<file path="config.mk">
export PLATFORM = sky130hd
export DESIGN_NAME = vocab_matcher
export DESIGN_NICKNAME = d
export VERILOG_FILES = /design/src/rtl/vocab_matcher.sv
export SDC_FILE = /design/constraint.sdc
export NUM_CORES = 1
export LEC_CHECK = 0
export ABC_AREA = 1
export BUFFER_PORTS_ARGS = -buffer_cell sky130_fd_sc_hd__buf_2
export CORE_UTILIZATION = 39
export DETAILED_ROUTE_END_ITERATION = 8
export PLACE_DENSITY_LB_ADDON = 0.15
export SKIP_LAST_GASP = 1
export SLEW_MARGIN = 40
export SYNTH_ARGS = -nofsm -noshare
export SYNTH_HDL_FRONTEND = slang
export SYNTH_SLANG_ARGS = --single-unit
</file>
<file path="constraint.sdc">
create_clock -name clk -period 1.6 [get_ports clk]
set_input_delay 0.24 -clock clk [delete_from_list [all_inputs] [get_ports clk]]
set_output_delay 0.24 -clock clk [all_outputs]
set_load 0.1 [all_outputs]
</file>
<file path="src/rtl/vocab_matcher.sv">
// vocab_matcher: scans a null-padded vocabulary in a sync-read SRAM for one
// input word. Each character comparison costs two cycles: a FETCH cycle that
// issues the read and a CMP cycle that consumes the returned character.
module vocab_matcher #(
    parameter int DATA_WIDTH  = 8,
    parameter int WORD_LENGTH = 3,
    parameter int ADDR_WIDTH  = 4,
    parameter int NUM_ENTRIES = 5,
    parameter int VOCAB_BASE  = 0,
    localparam int IDX_W = (NUM_ENTRIES > 1) ? $clog2(NUM_ENTRIES) : 1,
    localparam int CNT_W = $clog2(NUM_ENTRIES * WORD_LENGTH + 1)
) (
    input  logic                              clk,
    input  logic                              rst_n,
    input  logic                              req_valid,
    output logic                              req_ready,
    input  logic [WORD_LENGTH*DATA_WIDTH-1:0] req_word,
    output logic                              mem_rd_en,
    output logic [ADDR_WIDTH-1:0]             mem_addr,
    input  logic [DATA_WIDTH-1:0]             mem_rdata,
    output logic                              res_valid,
    input  logic                              res_ready,
    output logic                              res_hit,
    output logic [IDX_W-1:0]                  res_index,
    output logic [CNT_W-1:0]                  res_compares
);

    localparam int KW = (WORD_LENGTH > 1) ? $clog2(WORD_LENGTH) : 1;

    // The vocabulary window must fit inside the SRAM address space.
    if (NUM_ENTRIES * WORD_LENGTH + VOCAB_BASE > 2 ** ADDR_WIDTH) begin : g_cfg_check
        $error("vocab_matcher: vocabulary does not fit in ADDR_WIDTH");
    end

    typedef enum logic [1:0] {
        S_IDLE  = 2'd0,
        S_FETCH = 2'd1,
        S_CMP   = 2'd2,
        S_DONE  = 2'd3
    } state_t;

    state_t                            r_state;
    state_t                            w_state_next;
    logic [WORD_LENGTH*DATA_WIDTH-1:0] r_word;
    logic [IDX_W-1:0]                  r_e;
    logic [IDX_W-1:0]                  w_e_next;
    logic [KW-1:0]                     r_k;
    logic [KW-1:0]                     w_k_next;
    logic [CNT_W-1:0]                  r_cnt;
    logic [CNT_W-1:0]                  w_cnt_next;
    logic [ADDR_WIDTH-1:0]             r_entry_addr;   // address of current entry, char 0
    logic [ADDR_WIDTH-1:0]             w_entry_addr_next;
    logic [ADDR_WIDTH-1:0]             r_mem_addr;
    logic [ADDR_WIDTH-1:0]             w_mem_addr_next;
    logic                              r_hit;
    logic                              w_hit_next;
    logic [IDX_W-1:0]                  r_index;
    logic [IDX_W-1:0]                  w_index_next;
    logic                              w_latch;

    logic [DATA_WIDTH-1:0]             w_chars [WORD_LENGTH];
    logic [DATA_WIDTH-1:0]             w_cur_char;
    logic                              w_last_entry;
    logic                              w_last_char;

    // Unpack the latched word into per-character lanes.
    for (genvar gi = 0; gi < WORD_LENGTH; gi++) begin : g_chars
        assign w_chars[gi] = r_word[gi*DATA_WIDTH +: DATA_WIDTH];
    end

    assign w_cur_char   = w_chars[r_k];
    assign w_last_entry = (r_e == IDX_W'(NUM_ENTRIES - 1));
    assign w_last_char  = (r_k == KW'(WORD_LENGTH - 1));

    assign req_ready    = (r_state == S_IDLE);
    assign res_valid    = (r_state == S_DONE);
    assign mem_rd_en    = (r_state == S_FETCH);
    assign mem_addr     = r_mem_addr;
    assign res_hit      = r_hit;
    assign res_index    = r_index;
    assign res_compares = r_cnt;

    // State register.
    always_ff @(posedge clk or negedge rst_n) begin
        if (!rst_n) begin
            r_state <= S_IDLE;
        end else begin
            r_state <= w_state_next;
        end
    end

    // Next-state and search datapath decisions; the compare order matters
    // (end-of-vocab null is tested before mismatch).
    always_comb begin
        w_state_next      = r_state;
        w_e_next          = r_e;
        w_k_next          = r_k;
        w_cnt_next        = r_cnt;
        w_entry_addr_next = r_entry_addr;
        w_mem_addr_next   = r_mem_addr;
        w_hit_next        = r_hit;
        w_index_next      = r_index;
        w_latch           = 1'b0;
        case (r_state)
            S_IDLE: begin
                if (req_valid) begin
                    w_latch           = 1'b1;
                    w_e_next          = '0;
                    w_k_next          = '0;
                    w_cnt_next        = '0;
                    w_hit_next        = 1'b0;
                    w_index_next      = '0;
                    w_entry_addr_next = ADDR_WIDTH'(VOCAB_BASE);
                    if (req_word[DATA_WIDTH-1:0] == '0) begin
                        w_state_next = S_DONE;
                    end else begin
                        w_state_next    = S_FETCH;
                        w_mem_addr_next = ADDR_WIDTH'(VOCAB_BASE);
                    end
                end
            end
            S_FETCH: begin
                w_state_next = S_CMP;
            end
            S_CMP: begin
                w_cnt_next = r_cnt + CNT_W'(1);
                if (r_k == '0 && mem_rdata == '0) begin
                    w_state_next = S_DONE;
                end else if (mem_rdata != w_cur_char) begin
                    if (w_last_entry) begin
                        w_state_next = S_DONE;
                    end else begin
                        w_e_next          = r_e + IDX_W'(1);
                        w_k_next          = '0;
                        w_entry_addr_next = r_entry_addr + ADDR_WIDTH'(WORD_LENGTH);
                        w_mem_addr_next   = r_entry_addr + ADDR_WIDTH'(WORD_LENGTH);
                        w_state_next      = S_FETCH;
                    end
                end else if (mem_rdata == '0 || w_last_char) begin
                    w_hit_next   = 1'b1;
                    w_index_next = r_e;
                    w_state_next = S_DONE;
                end else begin
                    w_k_next        = r_k + KW'(1);
                    w_mem_addr_next = r_entry_addr + ADDR_WIDTH'(r_k) + ADDR_WIDTH'(1);
                    w_state_next    = S_FETCH;
                end
            end
            S_DONE: begin
                if (res_ready) begin
                    w_state_next = S_IDLE;
                end
            end
            default: begin
                w_state_next = S_IDLE;
            end
        endcase
    end

    // Search datapath registers; reset clears any in-flight search.
    always_ff @(posedge clk or negedge rst_n) begin
        if (!rst_n) begin
            r_word       <= '0;
            r_e          <= '0;
            r_k          <= '0;
            r_cnt        <= '0;
            r_entry_addr <= '0;
            r_mem_addr   <= '0;
            r_hit        <= 1'b0;
            r_index      <= '0;
        end else begin
            if (w_latch) begin
                r_word <= req_word;
            end
            r_e          <= w_e_next;
            r_k          <= w_k_next;
            r_cnt        <= w_cnt_next;
            r_entry_addr <= w_entry_addr_next;
            r_mem_addr   <= w_mem_addr_next;
            r_hit        <= w_hit_next;
            r_index      <= w_index_next;
        end
    end

endmodule
</file>
==> Yosys cells after proc, flatten, opt, wreduce, memory -nomap -nowiden <==
Cells that the tools add are included.
{ "word_totals": {"register_bits": 47, "inputBits": 36, "out_inout_bits": 15, "wordCells": 91} }
{ "classes": {"addsub": 6, "magnitude_cmp": 1, "eq_ne": 16, "n_mux": 45, "n_bitwise": 1, "n_reduce_logical": 13} }
{ "ops": {"columns": ["operator", "count"], "rows": [
  ["$mux 4", 9],
  ["$mux 2", 12],
  ["$pmux 4 s2", 3],
  ["$mux 3", 7],
  ["$bmux 8 s2", 1],
  ["$logic_not 8->1", 2],
  ["$mux 8", 2],
  ["$reduce_and 5->1", 3],
  ["$ne 2x2->1 const B", 7],
  ["$pmux 3 s2", 2],
  ["$add 4x1->4 const B", 2],
  ["$ne 8x8->1", 1],
  ["$pmux 2 s4", 1],
  ["$eq 2x2->1 const B", 3],
  ["$mux 1", 6],
  ["$ne 3x3->1 const B", 2],
  ["$reduce_and 6->1", 1],
  ["$add 4x2->4", 1],
  ["$add 4x2->4 const B", 1],
  ["$logic_not 2->1", 2],
  ["$pmux 2 s2", 1],
  ["$reduce_and 2->1", 2],
  ["$add 3x1->3 const B", 1],
  ["$eq 3x3->1 const B", 1],
  ["other kinds (9)", 9]
]} }

==> Logic depth before layout (Yosys ltp) <==
{ "depth": {"ltp_word": 8, "mapped_depth": 16, "ltp_nobuf": 16} }

==> Worst setup path before layout <==
Ideal clock, no wire load.
{ "synth_timing": {"path_type": "flip-flop to flip-flop", "start": "register r_state[1]", "end": "register r_hit (netlist: res_hit)", "setup_ns": 0.129, "arrival_ns": 2.947, "required_ns": 1.471, "path_slack_ns": -1.476, "stages_incl_launch_ff": 9, "n_path_buf": 0, "period_less_slack_ns": 3.076, "cell_sequence": "dfrtp_1 -> nor2_1 -> nand2_1 -> nand2_1 -> inv_1 -> a21oi_1 -> nand2_1 -> nand2_1 -> o21ai_0"} }
{ "synth_via": {"elab_chain_len": 3, "elab_cells_between_ends": 9, "cone_classes": "eq/ne: 5; mux: 1; reduce/logical: 3"} }
{ "synth_lines": {"columns": ["item", "line", "source"], "rows": [
  ["start: declaration", "42", "state_t r_state;"],
  ["start signal: assignment", "88", "r_state <= w_state_next;"],
  ["$logic_not 2->1 *", null, null],
  ["net req_ready", "16", "output logic req_ready,"],
  ["$ne 2x2->1 (no source line) / $reduce_bool 2->1 (equally long branches)", null, null],
  ["$reduce_and 5->1 (no source line)", null, null],
  ["end signal: assignment", "180", "r_hit <= w_hit_next;"],
  ["end: declaration", "55", "logic r_hit;"]
]} }
Mark *: on every way through the listed nets, which the timed path passes. The rest lies on a longest branch.
A chain may end at the register's enable or synchronous reset.

==> Final worst setup path <==
{ "layout_timing": {"start": "register r_k[0]", "end": "register r_mem_addr[3] (netlist: mem_addr[3])"} }
{ "layout_via": {"elab_chain_len": 8, "elab_cells_between_ends": 19, "cone_classes": "add/sub: 2; eq/ne: 5; mux: 7; bitwise: 1; reduce/logical: 4"} }
{ "layout_lines": {"columns": ["item", "line", "source"], "rows": [
  ["start: declaration", "47", "logic [KW-1:0] r_k;"],
  ["start signal: assignment", "176", "r_k <= w_k_next;"],
  ["branches (longest 8 deep; another with $add 4x2->4)", null, null],
  ["end signal: assignment", "179", "r_mem_addr <= w_mem_addr_next;"],
  ["end: declaration", "53", "logic [ADDR_WIDTH-1:0] r_mem_addr;"]
]} }
Several ways; the timed one is not identified. The select of a mux whose other input is x is not followed.

==> Flow_metrics.wiki <==
{| class="wikitable"
! Metric !! Value
|-
| Cell at the root of the clock tree || sky130_fd_sc_hd__clkbuf_8
|-
| Max cap viols || 0
|-
| Run status || finished with violations
|-
| Grt ovf || 0
|-
| Buf/Inv on CP || 2
|-
| Diode insertion count for antenna repair || 0
|-
| Final setup violation count || 18
|-
| Most instantiated library cell after synthesis || sky130_fd_sc_hd__nand2_1
|-
| Async SR Flop Fraction || 100%
|-
| Hold path start || res_ready
|-
| Crit path setup slack, layout || -0.341 ns
|-
| Final count of hold timing violations || 0
|-
| Most Frequent Cell on Critical Path || sky130_fd_sc_hd__nand2_1
|-
| Max incr delay on CP || around 0.49 ns
|-
| First-pass GRT wire length || ~11 mm
|-
| Leakage power || between 1.5 and 2 nW
|-
| Violated checks || DRC, setup timing
|-
| Number of antenna violations at the first check in global routing || 0
|-
| Worst min-delay path class || input pin to flop
|-
| Starting density of the core || 41.3%
|-
| Fin Clk Skew || 0.00793 ns
|-
| Synthesized area per cell || a little under 8 sq um
|-
| Met2 layer usage reported by global route || between 30% and 40%
|-
| Fraction of layout cells with a size suffix above 1 || about 43%
|-
| Largest fanout on the critical path || 7
|-
| Crit path from || r_k[0]
|-
| Crit Path Category || flop to flop
|-
| Detailed-router iteration count before antenna repair || 6
|-
| Required time reported for the critical path endpoint || about 1.9 ns
|-
| Number of clock sinks || 47
|-
| Synthesized instance count || roughly 340
|-
| Vias per cell || 4.79
|-
| Most used DFF post-synth || sky130_fd_sc_hd__dfrtp_1
|-
| Initial drt markers || 73
|-
| Maximum buffer depth of the clock tree || 2
|-
| Setup slack at placement || -0.362 ns
|-
| Final HPWL DP || roughly 4.8 mm
|-
| Data arrival time at the worst-slack endpoint || ~2.2 ns
|-
| Clock-pin slew on the worst setup and hold paths || about 0.090 ns
|-
| Die area || between 7000 and 8000 sq um
|-
| Combined area of all synthesized cells || around 2700 sq um
|-
| Worst-Margin Slew || between 0.4 and 0.5 ns
|-
| Final critical delay including setup and external delays || roughly 1.9 ns
|-
| Core area || 6490 sq um
|-
| Count of input and output buffers || 50
|-
| Largest cells by area after synthesis || sky130_fd_sc_hd__dfrtp_1, sky130_fd_sc_hd__nand2_1, sky130_fd_sc_hd__inv_1
|-
| Finished Cell Area || 3790 sq um
|-
| Cells traversed along the worst timing path || clkinvlp_4 -> nand2_2 -> nand3_2 -> nand2_1 -> nand2_1 -> nand2_1 -> nand2_2 -> nor2_4 -> nand2_4 -> buf_6 -> nand2_1 -> nand2_1 -> nor2_1 -> nand3_1 -> nand2_1
|-
| Critical path launch point type || flop
|-
| Number of placement rows || 29
|-
| Syn nets || around 390
|-
| VDD IR max || 1.06 mV
|-
| Average wire length per cell after detail routing || approximately 12 um
|-
| Die outline width || approximately 85 um
|-
| H-tree levels || 2
|-
| Antenna-violating nets left || 0
|-
| Peak-usage layer in the global routing report || met2
|-
| Nature of the critical path endpoint || flop
|-
| Remaining routing DRC violations || 3
|-
| Maximum number of pins on one net before global-route repair || 48
|-
| EDFF count, synth || 0
|-
| Number of global-route vias before repair || ~2400
|-
| R2r startpoint || r_k[0]
|-
| Layout-stage area growth over the synthesis result || 41.4%
|-
| Via count || 2481
|-
| Clock latency on the worst-skew pair || approximately 0.31 ns
|-
| Max Transition Viols Final || 0
|-
| Top post-synthesis cells by count || sky130_fd_sc_hd__nand2_1, sky130_fd_sc_hd__dfrtp_1, sky130_fd_sc_hd__inv_1
|-
| Cell area power density || around 1900 nW/um^2
|-
| Sequential share of the synthesized area || about 44%
|-
| Synthesized flop and latch total || 47
|-
| Unique masters post-synth || 32
|-
| Max_slew headroom || 67.5%
|-
| Cell at the slowest stage of the critical path || sky130_fd_sc_hd__dfrtp_2
|-
| Net total in the final layout || 485
|-
| Floorplan die height || ~85 um
|-
| Total I/O pin count || 51
|-
| Placer congestion estimate || approximately 0.86
|-
| CTS buffer count || 5
|-
| Met3 Usage GRT || 3.11%
|-
| Yosys top cell by area || sky130_fd_sc_hd__dfrtp_1
|-
| Synth Warn # || 0
|-
| Total global-route track usage || 18.8%
|-
| Clock tree from TritonCTS || built
|-
| Area after detailed placement || 3480 sq um
|-
| F_max || roughly 520 MHz
|-
| Final Routed Wirelength || around 6.4 mm
|-
| Final worst-path cycle share || 121%
|-
| Fraction of post-synthesis cell area in the top cell type by area || a little over two fifths
|-
| Global-route met1 utilization || 23.1%
|-
| Setup repair after global routing missed its margin || yes
|-
| Cell type group with the largest total delay on the critical path || simple AND/OR/NAND/NOR gates
|}
==> cell families after synthesis <==
family,Yosys count,synth area share (%)
compound gates,38,7.93
xor+xnor,6,1.96
fa+ha+maj,9,4.48
mux,9,3.78
buf+inv,52,7.74
flops,47,43.8
simple gates,180,30.3
==> area by class of cell <==
class,instances,area [sq um]
repair inverters,1,7.51
clock buffers,6,72.6
fillers,593,2700
flip-flops and latches,47,1180
clock inverters,2,60.1
well taps,77,96.3
repair buffers,98,711
inverters,45,176
multi-input cells,242,1490
==> registers in the layout (all words and copies together) (netlist names) <==
| name | flops |
|---|---|
| r_e | 3 |
| r_word | 24 |
| r_k | 2 |
| res_hit | 1 |
| mem_addr | 4 |
| res_index | 3 |
| res_compares | 4 |
| r_entry_addr | 4 |
| r_state | 2 |
==> power by group <==
part	switching, mW	leakage (nW)	internal [mW]	total (mW)
Sequential	0.284	0.571	1.67	1.95
Combinational	2.63	1.36	1.45	4.09
Clock	0.430	0.0654	0.625	1.05
==> layer usage <==
metal / vias up / share of wire (%)
li1: 1282 / -
met1: 1150 / 44
met2: 40 / 51
met3: 9 / 3.0
met4: 0 / 1.5
met5: - / 0
==> per-stage QoR <==
stage	power, mW	util (%)	hold slack (ns)	cells	setup TNS, ns
6_report	7.09	58.4	0.139	518	-4.99
5_1_grt	7.59	58.4	0.143	518	-7.33
4_1_cts	7.03	56.8	0.144	517	-4.98
3_5_place_dp	5.91	53.6	0.249	504	-5.54
3_3_place_gp	5.85	53.6	0.247	504	-5.02
2_1_floorplan	4.77	-	-0.0556	341	-3.68
==> cells in the final DEF (no fill, tap or decap), types with 5 or more instances in the layout <==
cell / instances
sky130_fd_sc_hd__nor2_4: 7
sky130_fd_sc_hd__ha_1: 8
sky130_fd_sc_hd__a21oi_1: 8
sky130_fd_sc_hd__nand2_1: 78
sky130_fd_sc_hd__mux2_2: 9
sky130_fd_sc_hd__nand3_2: 10
sky130_fd_sc_hd__o21ai_1: 7
sky130_fd_sc_hd__buf_12: 6
sky130_fd_sc_hd__inv_2: 6
sky130_fd_sc_hd__dfrtp_1: 43
sky130_fd_sc_hd__buf_4: 40
sky130_fd_sc_hd__buf_2: 47
sky130_fd_sc_hd__inv_1: 37
sky130_fd_sc_hd__nor2_1: 27
sky130_fd_sc_hd__clkbuf_8: 5
sky130_fd_sc_hd__nand3_1: 21
sky130_fd_sc_hd__nand2_2: 22
sky130_fd_sc_hd__xor2_1: 6
sky130_fd_sc_hd__a21oi_2: 11
==> worst register-to-register path: stages (launching register included) <==
cell and delay (ns):
sky130_fd_sc_hd__dfrtp_2 0.49, sky130_fd_sc_hd__clkinvlp_4 0.19, sky130_fd_sc_hd__nand2_2 0.11, sky130_fd_sc_hd__nand3_2 0.07
sky130_fd_sc_hd__nand2_1 0.06, sky130_fd_sc_hd__nand2_1 0.05, sky130_fd_sc_hd__nand2_1 0.08, sky130_fd_sc_hd__nand2_2 0.06
sky130_fd_sc_hd__nor2_4 0.15, sky130_fd_sc_hd__nand2_4 0.11, sky130_fd_sc_hd__buf_6 0.14, sky130_fd_sc_hd__nand2_1 0.04
sky130_fd_sc_hd__nand2_1 0.05, sky130_fd_sc_hd__nor2_1 0.11, sky130_fd_sc_hd__nand3_1 0.09, sky130_fd_sc_hd__nand2_1 0.08
==> final timing paths <==
| kind | end | slack, ns | cells past startpoint |
|---|---|---|---|
| setup / recovery | mem_addr[3] | -0.34 | 15 |
| hold / removal | r_state[0] | 0.14 | 2 |
| setup reg to reg | mem_addr[3] | -0.34 | 15 |
| hold reg to reg | mem_addr[1] | 0.48 | 2 |
| max in group asynchronous | res_compares[0] | 0.91 | 3 |
| min in group asynchronous | r_word[12] | 0.45 | 3 |
==> what timing repair did <==
| item | in CTS | in global routing |
|---|---|---|
| hold buffers | 1 | 0 |
| pin swaps | 8 | 14 |
| cloned | 1 | 0 |
| endpoints found under the setup margin | 18 | 27 |
| setup buffers | 3 | 1 |
| hold endpoints to repair | 47 | 0 |
| gates resized for setup | 12 | 23 |
Note: power is estimated with default switching activity, not from simulation.
